--- src/rtl/frame_ingress_writer_if.sv ---
// Byte stream in, data FIFO and pointer FIFO writes out.
// master = stream source / FIFO side, slave = ingress writer.
interface frame_ingress_writer_if;
  logic        in_sof;
  logic        in_dv;
  logic [7:0]  in_data;
  logic [1:0]  in_port;
  logic        in_ready;
  logic        sfifo_wr;
  logic [7:0]  sfifo_din;
  logic [11:0] sfifo_free;
  logic        ptr_sfifo_wr;
  logic [15:0] ptr_sfifo_din;
  logic        ptr_sfifo_full;

  modport master (
    output in_sof, in_dv, in_data, in_port,
    output sfifo_free, ptr_sfifo_full,
    input  in_ready, sfifo_wr, sfifo_din,
    input  ptr_sfifo_wr, ptr_sfifo_din
  );

  modport slave (
    input  in_sof, in_dv, in_data, in_port,
    input  sfifo_free, ptr_sfifo_full,
    output in_ready, sfifo_wr, sfifo_din,
    output ptr_sfifo_wr, ptr_sfifo_din
  );
endinterface

--- src/rtl/frame_ingress_writer.sv ---
// Ingress writer: copies frames into sfifo, pads/truncates,
// then pushes a {portmap,len} descriptor into ptr_sfifo.
module frame_ingress_writer #(
  parameter int MIN_LEN  = 60,
  parameter int MAX_LEN  = 1518,
  parameter int FREE_REQ = 1518
) (
  input  logic        clk,
  input  logic        rst,
  frame_ingress_writer_if.slave bus,
  output logic [15:0] frame_cnt,
  output logic [15:0] drop_cnt,
  output logic [15:0] trunc_cnt
);

  typedef enum logic [2:0] {
    IDLE, WRITE, PAD, COMMIT, DISCARD
  } state_t;

  state_t      state_q, state_d;
  logic [10:0] len_q, len_d;
  logic        trunc_q, trunc_d;
  logic [3:0]  pmap_q, pmap_d;
  logic        skip_q, skip_d;
  logic        rdy_q, rdy_d;
  logic        wr_q, wr_d;
  logic [7:0]  din_q, din_d;
  logic        pwr_q, pwr_d;
  logic [15:0] pdin_q, pdin_d;
  logic [15:0] fcnt_q, dcnt_q, tcnt_q;
  logic        f_inc, d_inc, t_inc;
  logic        sof, room;

  assign sof  = bus.in_sof & bus.in_dv;
  assign room = (bus.sfifo_free >= 12'(FREE_REQ))
              & ~bus.ptr_sfifo_full;

  always_comb begin
    state_d = state_q;
    len_d   = len_q;
    trunc_d = trunc_q;
    pmap_d  = pmap_q;
    skip_d  = skip_q & bus.in_dv;
    wr_d    = 1'b0;
    din_d   = 8'h00;
    pwr_d   = 1'b0;
    pdin_d  = 16'h0000;
    f_inc   = 1'b0;
    d_inc   = 1'b0;
    t_inc   = 1'b0;
    unique case (state_q)
      IDLE: begin
        if (sof) begin
          if (room) begin
            pmap_d  = 4'd1 << bus.in_port;
            wr_d    = 1'b1;
            din_d   = bus.in_data;
            len_d   = 11'd1;
            trunc_d = 1'b0;
            state_d = WRITE;
          end else begin
            d_inc   = 1'b1;
            state_d = DISCARD;
          end
        end
      end
      WRITE: begin
        if (bus.in_dv) begin
          if (len_q < 11'(MAX_LEN)) begin
            wr_d  = 1'b1;
            din_d = bus.in_data;
            len_d = len_q + 11'd1;
          end else begin
            trunc_d = 1'b1;
          end
        end else if (len_q < 11'(MIN_LEN)) begin
          state_d = PAD;
        end else begin
          state_d = COMMIT;
        end
      end
      PAD: begin
        wr_d  = 1'b1;
        len_d = len_q + 11'd1;
        if (len_d == 11'(MIN_LEN)) state_d = COMMIT;
        // A frame starting now is dropped but the pad still completes.
        if (sof) begin
          d_inc  = 1'b1;
          skip_d = 1'b1;
        end
      end
      COMMIT: begin
        pwr_d  = 1'b1;
        pdin_d = {1'b0, pmap_q, len_q};
        f_inc  = 1'b1;
        t_inc  = trunc_q;
        if (sof) d_inc = 1'b1;
        state_d = (sof | skip_d) ? DISCARD : IDLE;
      end
      DISCARD: begin
        if (sof) d_inc = 1'b1;
        if (!bus.in_dv) state_d = IDLE;
      end
      default: state_d = IDLE;
    endcase
    rdy_d = (state_d == IDLE);
  end

  always_ff @(posedge clk) begin
    if (rst) begin
      state_q <= IDLE;
      len_q   <= '0;
      trunc_q <= 1'b0;
      pmap_q  <= '0;
      skip_q  <= 1'b0;
      rdy_q   <= 1'b1;
      wr_q    <= 1'b0;
      din_q   <= '0;
      pwr_q   <= 1'b0;
      pdin_q  <= '0;
      fcnt_q  <= '0;
      dcnt_q  <= '0;
      tcnt_q  <= '0;
    end else begin
      state_q <= state_d;
      len_q   <= len_d;
      trunc_q <= trunc_d;
      pmap_q  <= pmap_d;
      skip_q  <= skip_d;
      rdy_q   <= rdy_d;
      wr_q    <= wr_d;
      din_q   <= din_d;
      pwr_q   <= pwr_d;
      pdin_q  <= pdin_d;
      if (f_inc && fcnt_q != 16'hFFFF) fcnt_q <= fcnt_q + 16'd1;
      if (d_inc && dcnt_q != 16'hFFFF) dcnt_q <= dcnt_q + 16'd1;
      if (t_inc && tcnt_q != 16'hFFFF) tcnt_q <= tcnt_q + 16'd1;
    end
  end

  assign bus.in_ready      = rdy_q;
  assign bus.sfifo_wr      = wr_q;
  assign bus.sfifo_din     = din_q;
  assign bus.ptr_sfifo_wr  = pwr_q;
  assign bus.ptr_sfifo_din = pdin_q;
  assign frame_cnt         = fcnt_q;
  assign drop_cnt          = dcnt_q;
  assign trunc_cnt         = tcnt_q;

endmodule
--- src/flat_wrapper.sv ---
// flat-port wrapper written by rule: the top's interface ports become plain ports
module frame_ingress_writer_flat 
#(
  parameter int MIN_LEN  = 60,
  parameter int MAX_LEN  = 1518,
  parameter int FREE_REQ = 1518
)
  (clk, rst, frame_cnt, drop_cnt, trunc_cnt, bus_in_sof, bus_in_dv, bus_in_data, bus_in_port, bus_sfifo_free, bus_ptr_sfifo_full, bus_in_ready, bus_sfifo_wr, bus_sfifo_din, bus_ptr_sfifo_wr, bus_ptr_sfifo_din);
  frame_ingress_writer_if bus_i ();
  input  logic clk;
  input  logic rst;
  output logic [15:0] frame_cnt;
  output logic [15:0] drop_cnt;
  output logic [15:0] trunc_cnt;
  input wire logic [$bits(bus_i.in_sof)-1:0] bus_in_sof;
  input wire logic [$bits(bus_i.in_dv)-1:0] bus_in_dv;
  input wire logic [$bits(bus_i.in_data)-1:0] bus_in_data;
  input wire logic [$bits(bus_i.in_port)-1:0] bus_in_port;
  input wire logic [$bits(bus_i.sfifo_free)-1:0] bus_sfifo_free;
  input wire logic [$bits(bus_i.ptr_sfifo_full)-1:0] bus_ptr_sfifo_full;
  output wire logic [$bits(bus_i.in_ready)-1:0] bus_in_ready;
  output wire logic [$bits(bus_i.sfifo_wr)-1:0] bus_sfifo_wr;
  output wire logic [$bits(bus_i.sfifo_din)-1:0] bus_sfifo_din;
  output wire logic [$bits(bus_i.ptr_sfifo_wr)-1:0] bus_ptr_sfifo_wr;
  output wire logic [$bits(bus_i.ptr_sfifo_din)-1:0] bus_ptr_sfifo_din;
  assign bus_i.in_sof = bus_in_sof;
  assign bus_i.in_dv = bus_in_dv;
  assign bus_i.in_data = bus_in_data;
  assign bus_i.in_port = bus_in_port;
  assign bus_i.sfifo_free = bus_sfifo_free;
  assign bus_i.ptr_sfifo_full = bus_ptr_sfifo_full;
  assign bus_in_ready = bus_i.in_ready;
  assign bus_sfifo_wr = bus_i.sfifo_wr;
  assign bus_sfifo_din = bus_i.sfifo_din;
  assign bus_ptr_sfifo_wr = bus_i.ptr_sfifo_wr;
  assign bus_ptr_sfifo_din = bus_i.ptr_sfifo_din;
  frame_ingress_writer #(.MIN_LEN(MIN_LEN), .MAX_LEN(MAX_LEN), .FREE_REQ(FREE_REQ)) u_core (.clk(clk), .rst(rst), .bus(bus_i), .frame_cnt(frame_cnt), .drop_cnt(drop_cnt), .trunc_cnt(trunc_cnt));
endmodule
--- config.mk ---
export PLATFORM = sky130hd
export DESIGN_NAME = frame_ingress_writer_flat
export DESIGN_NICKNAME = d
export VERILOG_FILES = /design/src/rtl/frame_ingress_writer_if.sv /design/src/rtl/frame_ingress_writer.sv /design/src/flat_wrapper.sv
export SDC_FILE = /design/constraint.sdc
export NUM_CORES = 1
export LEC_CHECK = 0
export BUFFER_PORTS_ARGS = -buffer_cell sky130_fd_sc_hd__buf_2
export CAP_MARGIN = 15
export CORE_UTILIZATION = 54
export CTS_CLUSTER_SIZE = 24
export DETAILED_ROUTE_END_ITERATION = 12
export PLACE_DENSITY = 0.8
export SETUP_SLACK_MARGIN = 0.5
export SYNTH_ARGS = -nofsm -noshare
export SYNTH_HDL_FRONTEND = slang
export SYNTH_SLANG_ARGS = --single-unit
--- constraint.sdc ---
create_clock -name clk -period 2.35 [get_ports clk]
set_input_delay 0.235 -clock clk [delete_from_list [all_inputs] [get_ports clk]]
set_output_delay 0.235 -clock clk [all_outputs]
set_load 0.005 [all_outputs]
# Word-level counts from Yosys, hierarchy flattened
# Index checks and enable logic that the tools add are counted.
# totals
wordCells	89
inputBits	27
out_inout_bits	75
ff_bits	95
# op_classes
mux	36
eq_ne	13
add_sub_neg	4
bitwise_logic	6
n_reduce_logical	12
order_cmp	3
shift	1
# op_table
cell	count
$add 16x1->16 const B	3
$ne 16x16->1 const B	3
$mux 11	4
$pmux 11 s3	1
$mux 8	4
$mux 3	6
$mux 1	16
$pmux 8 s2	1
$pmux 3 s5	1
$ge 12x11->1 const B	1
$add 11x1->11 const B	1
$eq 11x6->1 const B	1
$lt 11x11->1 const B	1
$lt 11x6->1 const B	1
$reduce_and 5->1	2
$eq 3x2->1 const B	2
$logic_not 3->1	2
$ne 2x1->1 const B	3
$ne 2x2->1 const B	2
$pmux 1 s2	2
$shl 1x2->4 const A	1
$and 1x1->1	3
$eq 3x1->1 const B	1
$eq 3x3->1 const B	1
9 further kinds	12

# Depth between registers and ports, before layout
# Gate-level depths: netlist of the first run.
# depth
ltp_word	6
depth_mapped	7
mapped_depth_nobuf	6

# Least setup slack after synthesis of the first run
# OpenSTA, ideal clock, no wires.
# synth_timing
path_kind	register to register
from	register u_core.state_q[0]
to	register u_core.dcnt_q[10] (netlist: u_core.drop_cnt[10])
required_ns	2.229
path_stages_with_launch	8
period_less_slack_ns	1.697
slack_ns	0.653
path_buffers	2
setup_time_ns	0.121
arrival_time_ns	1.576
cell_sequence	dfxtp_1 -> buf_6 -> nor2_1 -> a21oi_1 -> o22a_1 -> buf_6 -> nor4_1 -> mux2_2
# synth_between
elab_chain_cells	4
elab_cells_between_ends	7
classes_between	eq/ne: 3; mux: 1; reduce/logical: 3
# synth_lines
element	line_no	rtl
start: declaration	frame_ingress_writer.sv:20	state_t state_q, state_d;
start signal: assignment	frame_ingress_writer.sv:125	state_q <= state_d;
$eq 3x2->1 or $eq 3x3->1 (tied branches)	frame_ingress_writer.sv:51	unique case (state_q)
$reduce_or 3->1 (no line)	-	
$pmux 1 s2 *	frame_ingress_writer.sv:51	
$logic_and 1x1->1 *	frame_ingress_writer.sv:136	if (d_inc && dcnt_q != 16'hFFFF) dcnt_q <= dcnt_q + 16'd1;
end signal: assignment	frame_ingress_writer.sv:136	
end: declaration	frame_ingress_writer.sv:30	logic [15:0] fcnt_q, dcnt_q, tcnt_q;
# Every way passes the cells marked *; elsewhere a longest branch is shown, timed or not.
# A chain may end at the register's enable or synchronous reset.

# Final worst setup path of the first run
# layout_timing
from	register u_core.len_q[9]
to	register u_core.len_q[2]
# layout_between
elab_chain_cells	3
# layout_lines
element	line_no	rtl
start: declaration	frame_ingress_writer.sv:21	logic [10:0] len_q, len_d;
start signal: assignment	frame_ingress_writer.sv:126	len_q <= len_d;
$lt 11x11->1	frame_ingress_writer.sv:69	if (len_q < 11'(MAX_LEN)) begin
$ne 2x1->1 (no line)	-	
$reduce_and 5->1 (no line)	-	
# No other way between the ends.

==> summary.md, run 1 <==
| Metric | Value |
|---|---|
| Via count of the first global-routing pass | `3,631` |
| Routing usage on met3 | `0.0556` |
| Max Clock Skew | `0.0114 ns` |
| Layout cells sized above 1 | `0.337` |
| Setup Viol. Count Final | `0` |
| Most instantiated library cell after synthesis | `dfxtp_1` |
| Top-area cell type share of the netlist area | `0.431` |
| Worst setup path category | `reg2reg` |
| CTS Buf Count | `9` |
| Sequential area share after synthesis | `0.431` |
| Critical path required time | `2.59 ns` |
| Detailed Route Iter0 Violations | `164` |
| Root buf cell | `clkbuf_8` |
| Final-report max-slew violation count | `0` |
| Most frequent cells after synthesis | `dfxtp_1 (94), nor2_1 (49), a21oi_1 (33), nand2_1 (29), and2_1 (25)` |
| WL per Instance | `13.7 um` |
| Setup total negative slack | `0 ns` |
| Mapped Nets | `520` |
| Global route hottest layer | `met2` |
| Pin slew with the least headroom to its limit | `0.694 ns` |
| Setup repair after global routing missed its margin | `yes` |
| Worst rel slew slack | `0.536` |
| Fill cell count | `649` |
| Post-synth ARST share | `0` |
| Gate count of the mapped netlist | `489` |
| Initial antenna violation count | `0` |
| Largest fanout on the critical path | `9` |
| Final hold slack | `0.0647 ns` |
| Synth unique cells | `65` |
| IO Count | `102` |
| Post-synthesis area per instance | `8.93 um^2` |
| Total power | `2760 uW` |
| Prevailing post-synth register cell | `dfxtp_1` |
| Row count | `32` |
| Area of the die | `8450 um^2` |
| Number of instances on the worst hold path | `2` |
| Wire length of the first global-routing pass | `16,200 um` |
| Reg2Reg Depth | `6` |
| Via count | `3,976` |
| Sink Count | `94` |
| Routed Wire Length | `9770 um` |
| Layout net count | `635` |
| GR Util met1 | `0.288` |
| Crit path capture type | `register` |
| Maximum number of pins on one net before global-route repair | `38` |
| CTS tree | `yes` |
| Yosys top cell by area | `dfxtp_1` |
| Critical path arrival | `2.09 ns` |
| Nature of the critical path startpoint | `register` |
| Horizontal die dimension | `91.9 um` |
| GRT Residual Overflow | `0` |
| Post-detailed-route via-to-cell ratio | `5.59` |
| Drt pass-1 iters | `4` |
| Total global routing track utilization | `0.236` |
| Top area cells in the synthesized netlist | `dfxtp_1 (43%), xnor2_1 (4.6%), nor2_1 (4.2%), a21oi_1 (3.8%), and2_1 (3.6%)` |
| Max_cap viols | `0` |
| Min-delay worst type | `in2reg` |
| Register bit total from synthesis | `94` |
| Maximum operating frequency | `541 MHz` |
| Number of remaining DRC errors | `0` |
| Clock-pin slew reported for the worst setup and hold paths after clock tree synthesis | `0.10 ns` |
| Area growth, synth to finish | `23.7%` |
| Worst-case clock buffer depth | `2` |
| Global placement routability congestion | `0.822` |
| Diodes inserted | `0` |
| Vertical extent of the die | `91.9 um` |
| Number of flops mapped to enable cells by yosys | `0` |
| Outcome | `finished clean` |
| Worst-skew pair later-pin latency | `0.36 ns` |
| CTS hold repair buffers | `0` |
| Starting density of the core | `0.562` |
| Pwr dens | `511 nW/um^2` |
| Core Util, Final | `0.695` |
| Synthesis Warnings | `0` |
| Period Utilization, post-route | `0.787` |
| Worst IR drop on VDD | `325 uV` |
| Buffers added on ports | `99` |
| Detailed Place HPWL | `6660 um` |
| Netlist area before placement | `4370 um^2` |
| Area of the core region | `7770 um^2` |
| CTS H-tree lvls | `3` |
| Fin crit period | `1.85 ns` |
| Met2 GRT Util | `0.396` |
| Final antenna-violating net count | `0` |
| Leakage Power | `0.00222 uW` |
| Number of hold violations in the final report | `0` |
-- layer usage --
| metal | vias to the layer above | share of wire | wire, um |
|---|---|---|---|
| met2 | 91 | 0.49 | 4820 |
| met3 | 15 | 0.045 | 438 |
| met1 | 1888 | 0.44 | 4340 |
| met4 | 0 | 0.018 | 179 |
| li1 | 1982 | - | - |
| met5 | - | 0 | 0 |
-- layout make-up --
type	instances	area, um^2	share of cell area
clock buffers	9	124	0.0229
clock inverters	7	56.3	0.0104
inverters	7	26.3	0.00486
multi-input cells	363	2430	0.450
flip-flops and latches	94	1910	0.354
well taps	102	128	0.0236
repair buffers	129	721	0.133
-- registers in the layout (all words and copies together), names as in the netlist --
name	count
u_core.bus.sfifo_wr	1
u_core.skip_q	1
u_core.trunc_cnt	16
u_core.trunc_q	1
u_core.bus.sfifo_din	8
u_core.bus.ptr_sfifo_wr	1
u_core.bus.in_ready	1
u_core.len_q	11
u_core.drop_cnt	16
u_core.state_q	3
u_core.pmap_q	4
u_core.bus.ptr_sfifo_din	15
u_core.frame_cnt	16
-- report_power, final --
part           internal (uW)  total (uW)  switching [uW]
clock                    402        1000             599
combinational           67.1         149            81.9
sequential              1600        1610            10.6
-- placed cells by master (no fill, tap or decap), types with 15 or more instances in the layout --
cell,Yosys,layout
a21oi_1,33,28
and2_1,25,25
buf_2,7,99
buf_4,5,30
dfxtp_1,94,76
nand2_1,29,28
nand3_1,19,19
nor2_1,49,48
nor3_1,16,15
o21ai_0,19,16
xnor2_1,23,23
-- critical path: stages, from the launching register on --
cell and delay, ns:
dfxtp_1 0.43, a311oi_4 0.33, a211oi_2 0.11, o21bai_2 0.28, nor3_4 0.07, buf_4 0.18, a221o_1 0.34
-- stage by stage --
stage,worst slack (ns),std cells,cell area (um^2)
CTS,0.484,701,5180
detailed placement,0.278,676,4910
finish,0.501,711,5400
global placement,0.361,676,4910
floorplan,0.653,489,4370
global route,0.431,711,5400
-- repair_timing --
item / CTS / global route
setup endpoints to repair: 40 / 42
resized for setup: 8 / 45
pin swaps: 4 / 15
setup buffers: 9 / 10
-- logic make-up (layout without fill, tap and decap cells) --
family | after synthesis | count (layout) | synth area share
flops | 94 | 94 | 0.431
mux | 3 | 3 | 0.00745
buf+inv | 32 | 152 | 0.0430
xor+xnor | 28 | 28 | 0.0562
compound gates | 90 | 90 | 0.138
fa+ha+maj | 4 | 4 | 0.0115
simple gates | 237 | 237 | 0.313
other cells | 1 | 1 | 0.000859
-- path summary, 6_finish.rpt --
path | start | end | slack [ns]
max | u_core.len_q[9]$_SDFFE_PP0P_ | u_core.len_q[2]$_SDFFE_PP0P_ | 0.50
min | bus_in_data[3] | u_core.bus.sfifo_din[3]$_SDFF_PP0_ | 0.06
max reg2reg | u_core.len_q[9]$_SDFFE_PP0P_ | u_core.len_q[2]$_SDFFE_PP0P_ | 0.50
min reg2reg | u_core.pmap_q[2]$_SDFFE_PP0P_ | u_core.pmap_q[2]$_SDFFE_PP0P_ | 0.46
No activity file was read; power rests on OpenSTA's default activity.
==> inputs of run 2 (changes only) <==
==> constraint.sdc (replaced) <==
create_clock -name clk -period 1.9 [get_ports clk]
set_input_delay 0.19 -clock clk [delete_from_list [all_inputs] [get_ports clk]]
set_output_delay 0.19 -clock clk [all_outputs]
set_load 0.005 [all_outputs]
==> summary.md, run 2 (synthesis results as in run 1) <==
| Metric | Value |
|---|---|
| Total global routing track utilization | `0.295 (was 0.236)` |
| Slowest Stage Delay on Critical Path | `0.39 ns (was 0.43 ns)` |
| Commonest non-fill, non-tap cells in the layout | `buf_2 (99), buf_4 (66), dfxtp_1 (47) (was buf_2 (99), dfxtp_1 (76), nor2_1 (48))` |
| Nature of the critical path startpoint | `register (unchanged)` |
| Root buf cell | `clkbuf_8 (unchanged)` |
| Number of buffers and inverters on the critical path | `1 (unchanged)` |
| Detailed Route Iter0 Violations | `307 (was 164)` |
| Max Clock Skew | `0.0149 ns (was 0.0114 ns)` |
| Number of remaining DRC errors | `0 (unchanged)` |
| Outcome | `finished clean (unchanged)` |
| Area growth, synth to finish | `49.6% (was 23.7%)` |
| Sink Count | `94 (unchanged)` |
| Horizontal die dimension | `91.9 um (unchanged)` |
| CTS hold repair buffers | `0 (unchanged)` |
| Worst IR drop on VDD | `391 uV (was 325 uV)` |
| Hold path startpoint | `bus_in_data[7] (was bus_in_data[3])` |
| WL per Instance | `19.6 um (was 13.7 um)` |
| Fill cell count | `402 (was 649)` |
| Via count of the first global-routing pass | `4,165 (was 3,631)` |
| Maximum number of pins on one net before global-route repair | `38 (unchanged)` |
| Via count | `4,710 (was 3,976)` |
| Clock power frac | `0.404 (was 0.363)` |
| Standard cell with the maximum stage delay on the critical path | `dfxtp_4 (was dfxtp_1)` |
| Period Utilization, post-route | `0.959 (was 0.787)` |
| Worst-skew pair later-pin latency | `0.38 ns (was 0.36 ns)` |
| CTS H-tree lvls | `3 (unchanged)` |
| Dominant delay contributor by cell family on the critical path | `simple AND/OR/NAND/NOR gates (was compound AO/OA/AOI/OAI gates)` |
| Origin of the worst setup path | `u_core.drop_cnt[0]$_SDFFE_PP0P_ (was u_core.len_q[9]$_SDFFE_PP0P_)` |
| Met1 wire length | `5730 um (was 4340 um)` |
| Placement-stage cell area | `5170 um^2 (was 4910 um^2)` |
| Final-report max-slew violation count | `0 (unchanged)` |
| Switching share of total power | `0.246 (was 0.250)` |
| Buffers added on ports | `99 (unchanged)` |
| Initial antenna violation count | `0 (unchanged)` |
| Flop pwr share | `0.527 (was 0.584)` |
| Starting density of the core | `0.562 (unchanged)` |
| Setup total negative slack | `0 ns (unchanged)` |
| Max_cap viols | `0 (unchanged)` |
| Final antenna-violating net count | `0 (unchanged)` |
| IO Count | `102 (unchanged)` |
| Crit path capture type | `register (unchanged)` |
| Routed wl met3 | `961 um (was 438 um)` |
| Cell internal pwr | `2820 uW (was 2070 uW)` |
| Reg-to-reg critical path startpoint | `u_core.drop_cnt[0]$_SDFFE_PP0P_ (was u_core.len_q[9]$_SDFFE_PP0P_)` |
| Slack of the worst reg-to-reg path | `0.08 ns (was 0.50 ns)` |
| Wire length of the first global-routing pass | `19,900 um (was 16,200 um)` |
| Final design area excluding fillers | `6530 um^2 (was 5400 um^2)` |
| Series of cell instances along the critical path | `ha_4, and3_4, nand4_1, buf_4, nand2b_4, or3_4, a21oi_1 (was a311oi_4, a211oi_2, o21bai_2, nor3_4, buf_4, a221o_1)` |
| Setup repair after global routing missed its margin | `yes (unchanged)` |
| Maximum operating frequency | `549 MHz (was 541 MHz)` |
| Min-delay worst type | `in2reg (unchanged)` |
| Vertical extent of the die | `91.9 um (unchanged)` |
| Row count | `32 (unchanged)` |
| Clock-pin slew reported for the worst setup and hold paths after clock tree synthesis | `0.10 ns (about the same)` |
| Routed Wire Length | `15,000 um (was 9770 um)` |
| CTS Buf Count | `9 (unchanged)` |
| Worst-case clock buffer depth | `2 (unchanged)` |
| CTS tree | `yes (unchanged)` |
| Detailed Place HPWL | `6940 um (was 6660 um)` |
| Total power | `3740 uW (was 2760 uW)` |
| Drt pass-1 iters | `5 (was 4)` |
| Most common library cell in the layout ignoring fill and taps | `buf_2 (unchanged)` |
| Critical path required time | `2.21 ns (was 2.59 ns)` |
| Worst setup path category | `reg2reg (unchanged)` |
| Fin crit period | `1.82 ns (was 1.85 ns)` |
| Area of the die | `8450 um^2 (unchanged)` |
| Critical path arrival | `2.13 ns (was 2.09 ns)` |
| Layout cells sized above 1 | `0.541 (was 0.337)` |
| Post-detailed-route via-to-cell ratio | `6.16 (was 5.59)` |
| Top metal layer carrying routed signals | `met4 (unchanged)` |
| Number of non-filler instances in the completed layout | `765 (was 711)` |
| Setup Viol. Count Final | `0 (unchanged)` |
| Number of hold violations in the final report | `0 (unchanged)` |
| Power spent charging and discharging nets | `919 uW (was 691 uW)` |
| Area of the core region | `7770 um^2 (unchanged)` |
| Leakage Power | `0.00266 uW (was 0.00222 uW)` |
| Pwr dens | `572 nW/um^2 (was 511 nW/um^2)` |
| Final hold slack | `0.0109 ns (was 0.0647 ns)` |
| Post-placement cell count | `683 (was 676)` |
| Global placement routability congestion | `0.834 (was 0.822)` |
| Diodes inserted | `0 (unchanged)` |
| Largest fanout on the critical path | `4 (was 9)` |
| Layout net count | `690 (was 635)` |
| Combinational group share of total power | `0.069 (was 0.054)` |
| WL met2 | `7740 um (was 4820 um)` |
| GRT Residual Overflow | `0 (unchanged)` |
[run 2: cell types whose count changed in the layout (fill, tap and decap cells not counted), sizes merged]
cell / delta
bufinv: +2
clkinv: -2
buf: +55
inv: -2
clkinvlp: +1
[run 2: per-stage QoR]
step | setup WS [ns] | util
4_1_cts | 0.213 | 0.779
6_report | 0.0772 | 0.841
3_3_place_gp | 0.125 | 0.666
3_5_place_dp | 0.0897 | 0.666
2_1_floorplan | 0.257 | -
5_1_grt | 0.00915 | 0.841
[run 2: cell type report]
| class | instances | area (um^2) | share of cell area |
|---|---|---|---|
| Sequential cell | 94 | 2000 | 0.307 |
| Inverter | 7 | 26.3 | 0.00402 |
| Timing Repair Buffer | 184 | 1240 | 0.190 |
| Clock buffer | 9 | 124 | 0.0190 |
| Tap cell | 102 | 128 | 0.0195 |
| Clock inverter | 6 | 93.8 | 0.0144 |
| Multi-Input combinational cell | 363 | 2920 | 0.447 |
[run 2: worst reg2reg max path, delay by kind of cell (launching register included)]
family	cells	cell delay, ns
AOI/OAI and AO/OA	1	0.13
DFF	1	0.39
and+or+nand+nor	4	0.90
adders and majority gates	1	0.14
buffers and inverters	1	0.21
[run 2: final timing paths]
| kind | cells after the start | end |
|---|---|---|
| hold reg to reg | 2 | u_core.pmap_q[0]$_SDFFE_PP0P_ |
| hold / removal | 2 | u_core.bus.sfifo_din[7]$_SDFF_PP0_ |
| setup reg to reg | 7 | u_core.drop_cnt[12]$_SDFFE_PP0P_ |
| setup / recovery | 7 | u_core.drop_cnt[12]$_SDFFE_PP0P_ |
[run 2: per-layer routing]
metal  GRT usage  vias up
li1            -     2097
met3      0.0514       65
met2       0.519      277
met4       0.121        0
met5           0        -
met1       0.353     2271
[run 2: power by group through the flow]
| stage | registers [uW] | logic, uW | clock network [uW] |
|---|---|---|---|
| 2_1_floorplan | 2030 | 110 | 0 |
| 4_1_cts | 1970 | 208 | 1490 |
| 5_1_grt | 1970 | 274 | 1580 |
| 3_3_place_gp | 2040 | 166 | 0 |
| 6_report | 1970 | 259 | 1510 |
| 3_5_place_dp | 2040 | 172 | 0 |
[run 2: repair_timing]
item                                    4_1_cts  5_1_grt
buffers inserted                             41       23
pin swaps                                    45       52
endpoints found under the setup margin       86       84
resized for setup                           100       78
gates cloned                                  2        1
==> inputs of run 3 (changes only) <==
--- a/config.mk
+++ b/config.mk
@@ -10,6 +10,7 @@
 export CORE_UTILIZATION = 54
 export CTS_CLUSTER_SIZE = 24
 export DETAILED_ROUTE_END_ITERATION = 12
+export GPL_TIMING_DRIVEN = 0
 export PLACE_DENSITY = 0.8
 export SETUP_SLACK_MARGIN = 0.5
 export SYNTH_ARGS = -nofsm -noshare
==> constraint.sdc (replaced) <==
create_clock -name clk -period 1.9 [get_ports clk]
set_input_delay 0.095 -clock clk [delete_from_list [all_inputs] [get_ports clk]]
set_output_delay 0.095 -clock clk [all_outputs]
set_load 0.005 [all_outputs]
==> summary.md, run 3 (synthesis results as in run 1) <==
| Metric | Value |
|---|---|
| Pwr dens | `534 nW/um^2 (was 572 nW/um^2)` |
| Initial antenna violation count | `0 (unchanged)` |
| Via count | `5,028 (was 4,710)` |
| Min-delay worst type | `in2reg (unchanged)` |
| Final hold slack | `0.0267 ns (was 0.0109 ns)` |
| Clock-pin slew reported for the worst setup and hold paths after clock tree synthesis | `0.10 ns (about the same)` |
| Leakage Power | `0.00279 uW (was 0.00266 uW)` |
| Switching share of total power | `0.259 (was 0.246)` |
| Max_cap viols | `0 (unchanged)` |
| Flop pwr share | `0.544 (was 0.527)` |
| Detailed Place HPWL | `7260 um (was 6940 um)` |
| Number of non-filler instances in the completed layout | `795 (was 765)` |
| Worst IR drop on VDD | `403 uV (was 391 uV)` |
| Commonest non-fill, non-tap cells in the layout | `buf_2 (100), buf_4 (63), dfxtp_1 (49) (was buf_2 (99), buf_4 (66), dfxtp_1 (47))` |
| Clock power frac | `0.378 (was 0.404)` |
| Worst setup path category | `reg2reg (unchanged)` |
| Buffers added on ports | `99 (unchanged)` |
| Setup total negative slack | `0 ns (unchanged)` |
| Outcome | `finished clean (unchanged)` |
| Standard cell with the maximum stage delay on the critical path | `dfxtp_2 (was dfxtp_4)` |
| Area of the core region | `7770 um^2 (unchanged)` |
| Critical path required time | `2.18 ns (was 2.21 ns)` |
| Max Clock Skew | `0.0118 ns (was 0.0149 ns)` |
| Total power | `3630 uW (was 3740 uW)` |
| Number of hold violations in the final report | `0 (unchanged)` |
| Power spent charging and discharging nets | `941 uW (was 919 uW)` |
| Post-detailed-route via-to-cell ratio | `6.32 (was 6.16)` |
| CTS H-tree lvls | `3 (unchanged)` |
| Detailed Route Iter0 Violations | `443 (was 307)` |
| Slowest Stage Delay on Critical Path | `0.35 ns (was 0.39 ns)` |
| Wire length of the first global-routing pass | `22,200 um (was 19,900 um)` |
| Maximum operating frequency | `530 MHz (was 549 MHz)` |
| Post-placement cell count | `690 (was 683)` |
| Setup Viol. Count Final | `0 (unchanged)` |
| CTS Buf Count | `9 (unchanged)` |
| IO Count | `102 (unchanged)` |
| Starting density of the core | `0.562 (unchanged)` |
| Placement-stage cell area | `5210 um^2 (was 5170 um^2)` |
| Total global routing track utilization | `0.336 (was 0.295)` |
| Diodes inserted | `0 (unchanged)` |
| Critical path arrival | `2.16 ns (was 2.13 ns)` |
| Vertical extent of the die | `91.9 um (unchanged)` |
| Largest fanout on the critical path | `10 (was 4)` |
| Number of buffers and inverters on the critical path | `2 (was 1)` |
| Period Utilization, post-route | `0.993 (was 0.959)` |
| Final-report max-slew violation count | `0 (unchanged)` |
| Layout net count | `719 (was 690)` |
| Number of remaining DRC errors | `0 (unchanged)` |
| Area of the die | `8450 um^2 (unchanged)` |
| Fin crit period | `1.89 ns (was 1.82 ns)` |
| Most common library cell in the layout ignoring fill and taps | `buf_2 (unchanged)` |
| Routed Wire Length | `17,200 um (was 15,000 um)` |
| GRT Residual Overflow | `0 (unchanged)` |
| Cell internal pwr | `2690 uW (was 2820 uW)` |
| Nature of the critical path startpoint | `register (unchanged)` |
| Setup repair after global routing missed its margin | `yes (unchanged)` |
| Area growth, synth to finish | `55.6% (was 49.6%)` |
| WL per Instance | `21.6 um (was 19.6 um)` |
| Worst-skew pair later-pin latency | `0.38 ns (about the same)` |
| Root buf cell | `clkbuf_8 (unchanged)` |
| Maximum number of pins on one net before global-route repair | `16 (was 38)` |
| Dominant delay contributor by cell family on the critical path | `compound AO/OA/AOI/OAI gates (was simple AND/OR/NAND/NOR gates)` |
| Final antenna-violating net count | `0 (unchanged)` |
| Layout cells sized above 1 | `0.521 (was 0.541)` |
| Row count | `32 (unchanged)` |
| Combinational group share of total power | `0.078 (was 0.069)` |
| Global placement routability congestion | `0.827 (was 0.834)` |
| Worst-case clock buffer depth | `2 (unchanged)` |
| Final design area excluding fillers | `6800 um^2 (was 6530 um^2)` |
| Crit path capture type | `register (unchanged)` |
| Via count of the first global-routing pass | `4,452 (was 4,165)` |
| Sink Count | `94 (unchanged)` |
| Horizontal die dimension | `91.9 um (unchanged)` |
| Series of cell instances along the critical path | `buf_6, nor2_1, nand3_1, o21bai_2, nor3_4, buf_12, a221o_1 (was ha_4, and3_4, nand4_1, buf_4, nand2b_4, or3_4, a21oi_1)` |
| Pin slew with the least headroom to its limit | `0.627 ns` |
| Drt pass-1 iters | `5 (unchanged)` |
| CTS tree | `yes (unchanged)` |
| Worst rel slew slack | `0.582` |
-- run 3: repair_timing --
| item | 4_1_cts | 5_1_grt |
|---|---|---|
| endpoints found under the hold margin | 9 | 0 |
| gates cloned | 3 | 0 |
| setup buffers | 59 | 18 |
| setup endpoints to repair | 84 | 84 |
| hold buffers | 9 | 0 |
| resized for setup | 117 | 61 |
| pin swaps | 66 | 43 |
-- run 3: power by group through the flow --
| stage | logic (uW) | clock network (uW) | registers, uW |
|---|---|---|---|
| 6_report | 282 | 1370 | 1970 |
| 5_1_grt | 297 | 1450 | 1980 |
| 4_1_cts | 238 | 1320 | 1980 |
| 3_5_place_dp | 182 | 0 | 2040 |
| 3_3_place_gp | 176 | 0 | 2040 |
| 2_1_floorplan | 110 | 0 | 2030 |
-- run 3: per-stage QoR --
| step | setup WS [ns] | utilization |
|---|---|---|
| 5_1_grt | -0.0581 | 0.875 |
| 4_1_cts | 0.120 | 0.826 |
| 2_1_floorplan | 0.257 | - |
| 3_3_place_gp | 0.0820 | 0.670 |
| 6_report | 0.0133 | 0.875 |
| 3_5_place_dp | 0.0384 | 0.670 |
-- run 3: cell type report --
class	instances	area, um^2
sequential	94	1980
timing repair buffer	188	1280
multi-input combinational	363	2940
buffer	25	245
clock inverter	4	27.5
inverter	7	26.3
fill	337	971
tap	102	128
clock buffer	12	166
-- run 3: worst reg2reg max path, delay by kind of cell (launching register included) --
family | cells | cell delay (ns)
compound gates | 2 | 0.62
buf+inv | 2 | 0.29
flops | 1 | 0.35
simple gates | 3 | 0.51
-- run 3: path summary, 6_finish.rpt --
| path | startpoint | endpoint | slack, ns | cells after the start |
|---|---|---|---|---|
| max reg2reg | u_core.state_q[1]$_SDFF_PP0_ | u_core.len_q[2]$_SDFFE_PP0P_ | 0.01 | 7 |
| min | bus_in_port[0] | u_core.pmap_q[1]$_SDFFE_PP0P_ | 0.03 | 3 |
| max | u_core.state_q[1]$_SDFF_PP0_ | u_core.len_q[2]$_SDFFE_PP0P_ | 0.01 | 7 |
| min reg2reg | u_core.pmap_q[2]$_SDFFE_PP0P_ | u_core.bus.ptr_sfifo_din[13]$_SDFF_PP0_ | 0.47 | 1 |
-- run 3: per-layer routing --
layer / vias up / share of wire / wire length, um / GRT usage
met5: - / 0 / 0 / 0
met4: 0 / 0.054 / 935 / 0.158
met3: 96 / 0.078 / 1350 / 0.0597
met2: 379 / 0.50 / 8660 / 0.603
met1: 2395 / 0.36 / 6260 / 0.385
li1: 2158 / - / - / -
